===== config.mk =====
export PLATFORM = sky130hd
export DESIGN_NAME = btb_ctrl
export DESIGN_NICKNAME = d
export VERILOG_FILES = /design/src/rtl/lc3b_types.sv /design/src/rtl/btb_update_fifo.sv /design/src/rtl/btb_ctrl.sv
export SDC_FILE = /design/constraint.sdc
export NUM_CORES = 1
export LEC_CHECK = 0
export CAP_MARGIN = 20
export CORE_MARGIN = 2
export CORE_UTILIZATION = 51
export CTS_CLUSTER_DIAMETER = 80
export DETAILED_ROUTE_END_ITERATION = 8
export GPL_TIMING_DRIVEN = 0
export PLACE_DENSITY_LB_ADDON = 0.12
export SLEW_MARGIN = 20
export SYNTH_ARGS = -nofsm -noshare
export SYNTH_HDL_FRONTEND = slang
export SYNTH_SLANG_ARGS = --single-unit

===== constraint.sdc =====
create_clock -name clk -period 6.25 [get_ports clk]
set_input_delay 1.25 -clock clk [delete_from_list [all_inputs] [get_ports clk]]
set_output_delay 1.25 -clock clk [all_outputs]
set_load 0.05 [all_outputs]

===== src/rtl/lc3b_types.sv =====
// Shared types and sizing for the BTB update controller.
package lc3b_types;

  localparam int BTB_INDEX_BITS = 4;
  localparam int BTB_TAG_BITS   = 12;
  localparam int BTB_MAX_DEFER  = 3;

  typedef struct packed {
    logic [15:0] pc;
    logic [15:0] target;
    logic        uc;
  } btb_update_t;

  typedef enum logic [1:0] {
    EMPTY = 2'd0,
    ONE   = 2'd1,
    FULL  = 2'd2
  } fifo_state_t;

endpackage


===== src/rtl/btb_update_fifo.sv =====
// Two-entry BTB update FIFO with tail coalescing and drop-on-full.
// FSM state is the occupancy: EMPTY, ONE, FULL.
module btb_update_fifo
  import lc3b_types::*;
(
  input  logic        clk,
  input  logic        reset,
  input  logic        flush,
  input  logic        push,
  input  logic        pop,
  input  btb_update_t upd,
  output logic        head_valid,
  output btb_update_t head,
  output logic        drop
);

  fifo_state_t state, next_state;
  btb_update_t mem [2];
  logic        hd;
  logic        tail_idx;
  logic        wr_idx;
  logic        coalesce;
  logic        do_push;

  always_comb begin
    tail_idx   = (state == FULL) ? ~hd : hd;
    wr_idx     = (state == ONE) ? ~hd : hd;
    // A matching tail that is also the departing head cannot absorb the update.
    coalesce   = push && (state != EMPTY) && (mem[tail_idx].pc == upd.pc) &&
                 !((state == ONE) && pop);
    do_push    = push && !coalesce && ((state != FULL) || pop);
    drop       = push && !coalesce && (state == FULL) && !pop && !flush;
    head_valid = (state != EMPTY);
    head       = mem[hd];
    next_state = state;
    if (flush) begin
      next_state = EMPTY;
    end else if (do_push && !pop) begin
      next_state = (state == EMPTY) ? ONE : FULL;
    end else if (pop && !do_push) begin
      next_state = (state == FULL) ? ONE : EMPTY;
    end
  end

  always_ff @(posedge clk) begin
    if (reset) begin
      state  <= EMPTY;
      hd     <= 1'b0;
      mem[0] <= '0;
      mem[1] <= '0;
    end else begin
      state <= next_state;
      if (!flush) begin
        if (pop)      hd            <= ~hd;
        if (coalesce) mem[tail_idx] <= upd;
        if (do_push)  mem[wr_idx]   <= upd;
      end
    end
  end

endmodule


===== src/rtl/btb_ctrl.sv =====
// BTB update controller: queues mispredicted taken branches and writes them
// into the BTB, deferring while fetch reads the same index. Optional
// statistics outputs under BTB_CTRL_STATS_EN.
module btb_ctrl
  import lc3b_types::*;
(
  input  logic                      clk,
  input  logic                      reset,
  input  logic                      br_valid,
  input  logic                      br_taken,
  input  logic                      br_uc,
  input  logic [15:0]               br_pc,
  input  logic [15:0]               br_target,
  input  logic                      pred_hit,
  input  logic [15:0]               pred_target,
  input  logic                      fetch_valid,
  input  logic [BTB_INDEX_BITS-1:0] index_fetch,
  input  logic                      flush,
  output logic                      btb_write,
  output logic                      btb_uc,
  output logic [BTB_INDEX_BITS-1:0] index_mem,
  output logic [BTB_TAG_BITS-1:0]   tag_mem,
  output logic [15:0]               target,
  output logic                      drop_pulse
`ifdef BTB_CTRL_STATS_EN
  ,
  output logic [15:0]               upd_count,
  output logic [15:0]               drop_count
`endif
);

  logic        new_upd;
  logic        head_valid;
  logic        fifo_drop;
  logic        defer;
  logic [1:0]  defer_cnt;
  btb_update_t upd;
  btb_update_t head;

  assign new_upd = br_valid && br_taken && (!pred_hit || (pred_target != br_target));
  assign upd     = '{pc: br_pc, target: br_target, uc: br_uc};

  btb_update_fifo u_fifo (
    .clk        (clk),
    .reset      (reset),
    .flush      (flush),
    .push       (new_upd),
    .pop        (btb_write),
    .upd        (upd),
    .head_valid (head_valid),
    .head       (head),
    .drop       (fifo_drop)
  );

  always_comb begin
    defer      = fetch_valid && (index_fetch == head.pc[BTB_INDEX_BITS-1:0]);
    btb_write  = head_valid && !reset &&
                 !(defer && (defer_cnt != 2'(BTB_MAX_DEFER)));
    drop_pulse = fifo_drop && !reset;
    btb_uc     = 1'b0;
    index_mem  = '0;
    tag_mem    = '0;
    target     = '0;
    if (head_valid && !reset) begin
      btb_uc    = head.uc;
      index_mem = head.pc[BTB_INDEX_BITS-1:0];
      tag_mem   = head.pc[15:BTB_INDEX_BITS];
      target    = head.target;
    end
  end

  always_ff @(posedge clk) begin
    if (reset || flush || btb_write) begin
      defer_cnt <= 2'd0;
    end else if (head_valid && defer) begin
      defer_cnt <= defer_cnt + 2'd1;
    end
  end

`ifdef BTB_CTRL_STATS_EN
  always_ff @(posedge clk) begin
    if (reset) begin
      upd_count  <= '0;
      drop_count <= '0;
    end else begin
      if (btb_write && (upd_count != 16'hFFFF))   upd_count  <= upd_count + 16'd1;
      if (drop_pulse && (drop_count != 16'hFFFF)) drop_count <= drop_count + 16'd1;
    end
  end
`endif

endmodule


==> flow_summary.toml, run 1 <==
[yosys]
synth-async-reset-ratio_pct = 0
synth_area_leaders = "edfxtp_1, mux2i_1, nor2_1"
synth_common_cells = "nor2_1, edfxtp_1, nand2_1"
synth.cell_area_mm2 = 0.00428
yosysSeqAreaShare_pct = 49.1
postSynthCellCount = 442
synth_area_per_cell_um2 = 9.69
synthFlopType = "edfxtp_1"
yosys.area.top_type = "edfxtp_1"
synth_warnings = 0
synth_cell_types = 45
syn_nets = 504
ys_ff_latch = 72
synth_edf_count = 66
yosysMostFrequentCell = "nor2_1"
synth_top_area_share_pct = 46.3

[layout]
nNetsFinal = 610
fin_cells = 658
multi_input_area_mm2 = 0.00205
antenna_cells = 0
nFillCells = 650
drive_gt1_share_pct = 7.41
regArea_mm2 = 0.00210
syn2layout_area_growth_pct = 30.9

[worst_setup_path]
r2r_start = "u_fifo.state[1]"
cp_max_fo = 6
crit_type = "in -> out"
crit_family = "simple AND/OR/NAND/NOR gates"
cp-end-kind = "output pin"
cp_slowest_stage_delay_ns = 0.72
critPathSlowestCell = "clkdlybuf4s50_1"
crit_top_cell = "clkdlybuf4s50_1"
required_ns = 5.00
arrival_ns = 3.98
worst-path-buf-inv = 2
critPathLaunchType = "input port"
crit_path_start = "index_fetch[2]"
crit_chain = "clkdlybuf4s50_1, xnor2_1, nor4_2, nand2_1, o211a_1, nor4_4, or2_2, nor3_1, clkdlybuf4s50_1"

[timing]
tightest_slew_ns = 1.01
maxSlewViolCount = 0
finClkSkew_ns = 0.0103
min_period_over_period_pct = 83.6
hold_violations = 0
max_slew_margin_pct = 31.9
finalSetupViolCount = 0
rsz0062_at_grt = "no"
finalCriticalPeriod_ns = 5.23
timing.fmax_ghz = 0.191

[global_routing]
grt_pass1_wl_um = 18000
grt_util_all_layers_pct = 26.6
antenna_found_initial = 0
first_global_vias = 3746
gr-total-overflow = 0
grt_max_degree = 29

[pwr]
ir_worst_vdd_mv = 0.135
leakagePower_nw = 1.96
power.density_mw_per_mm2 = 187
design_power_total_w = 0.00105

[die]
initial_core_util_pct = 52.4
rows = 33
die_w_um = 95.6
ioPinCount = 95
die_h_um = 95.6
dieArea_mm2 = 0.00914
coreArea_mm2 = 0.00818

[clock_network]
cts_setup_buffers = 0
insertion_delay_ns = 0.36
cts_inserted_buffers = 9
cts_buffer_depth = 2
cts_resized = 0
cts_tree = "built"
clock-sinks = 72
cts_hold_buf = 0
h-tree-depth = 3
clk_pin_slew_ns = 0.08
root_buffer = "clkbuf_8"

[place]
portBuffers = 93
dp.cells = 642
gp_congestion = 0.854
hpwl_um = 8220

[run]
maxCapViolCount = 0

[detailed_routing]
avgViaCountPerCell = 5.56
drt_iter0_drc = 255
drt_pass1_iterations = 5
wl_um = 11600
num_vias = 3661
drc = 0
wl_per_cell_um = 17.6
postRouteAntennaNets = 0

[status]
outcome = "finished, final reports clean"

[worst_hold_path]
hp-start = "defer_cnt[1]"
hold_path.class = "reg -> reg"
==> cell type report <==
class	count	area share, %
sequential	72	37.5
multi-input combinational	336	36.5
timing repair buffer	95	17.5
tap	105	2.34
buffer	27	2.25
clock buffer	9	2.21
clock inverter	7	1.29
inverter	7	0.469
==> placed cells by master (no fill, tap or decap), drive strengths merged, types with 3 or more instances in the layout <==
cell type	netlist	routed
buf	13	15
a21oi	18	18
clkdlybuf4s50	0	93
nand4	5	5
nand3	5	5
xor2	10	10
nand2b	11	11
nor4b	4	4
nor4bb	4	4
nor3	9	9
nor2b	6	6
edfxtp	66	66
and2	4	4
and3	3	3
mux2i	43	43
clkinvlp	0	5
nor4	3	3
clkbuf	14	23
nor2	107	107
xnor2	22	22
inv	7	7
or2	3	3
nand2	47	47
o21ai	10	10
a31oi	4	4
dfxtp	6	6
==> stage by stage <==
step / area [um^2] / hold slack [ns] / setup WS (ns) / util [%] / setup TNS [ns]
2_1_floorplan: 4280 / 0.468 / 1.22 / - / 0
3_3_place_gp: 5340 / 0.481 / -0.551 / 65.4 / -18.12
3_5_place_dp: 5410 / 0.510 / 1.03 / 66.2 / 0
4_1_cts: 5610 / 0.528 / 1.02 / 68.6 / 0
5_1_grt: 5610 / 0.570 / 0.918 / 68.6 / 0
6_report: 5610 / 0.515 / 1.02 / 68.6 / 0
==> flip-flops by register name, summed over array words and instances (netlist names), named ones only <==
register,count
u_fifo.hd,1
u_fifo.mem,66
defer_cnt,2
u_fifo.state,2
==> worst paths after layout <==
path	endpoint	slack (ns)	cells after the start
setup / recovery	drop_pulse	1.02	9
hold / removal	defer_cnt[1]	0.52	2
setup reg to reg	u_fifo.mem[0][31]	2.11	11
hold reg to reg	defer_cnt[1]	0.52	2
==> cell families after synthesis <==
| logic type | Yosys count | synth area share, % |
|---|---|---|
| multiplexers | 43 | 10.1 |
| XOR/XNOR | 32 | 6.72 |
| flip-flops | 72 | 49.1 |
| AND/OR/NAND/NOR | 214 | 23.0 |
| buffers and inverters | 34 | 3.57 |
| adder cells (fa/ha/maj) | 2 | 0.584 |
| AO/OA/AOI/OAI | 45 | 6.98 |
==> routing by layer <==
metal / GRT usage (%) / part of all wire (%)
met5: 0 / 0
met4: 9.40 / 2.0
met3: 4.98 / 6.6
met2: 47.5 / 50
met1: 31.8 / 41
==> where the power goes <==
group / leakage [nW] / internal [W] / switching, W
Combinational: 1.14 / 0.0000660 / 0.0000619
Sequential: 0.740 / 0.000543 / 0.00000842
Clock: 0.0835 / 0.000183 / 0.000188
Total: 1.96 / 0.000793 / 0.000259
==> tightest hold or removal path, cell delays in order, from the launching register on <==
cell and delay [ns]:
dfxtp_1 0.34, mux2i_1 0.07, nor2_1 0.08
No activity file was read; power rests on OpenSTA's default activity.
==> run 2: changes to the inputs <==
clock period = 5.1 ns   (was 6.25 ns; I/O delays follow)
==> results of run 2 <==
The final DEF is identical to that of run 1. Status: finished, final reports clean.
Main changes from that run: setup slack after placement 1.03 ns -> 0.339 ns; setup slack after layout 1.02 ns -> 0.333 ns; register-to-register setup slack 2.11 ns -> 0.96 ns; total power 0.00105 W -> 0.00129 W; worst IR drop on VDD 0.135 mV -> 0.166 mV
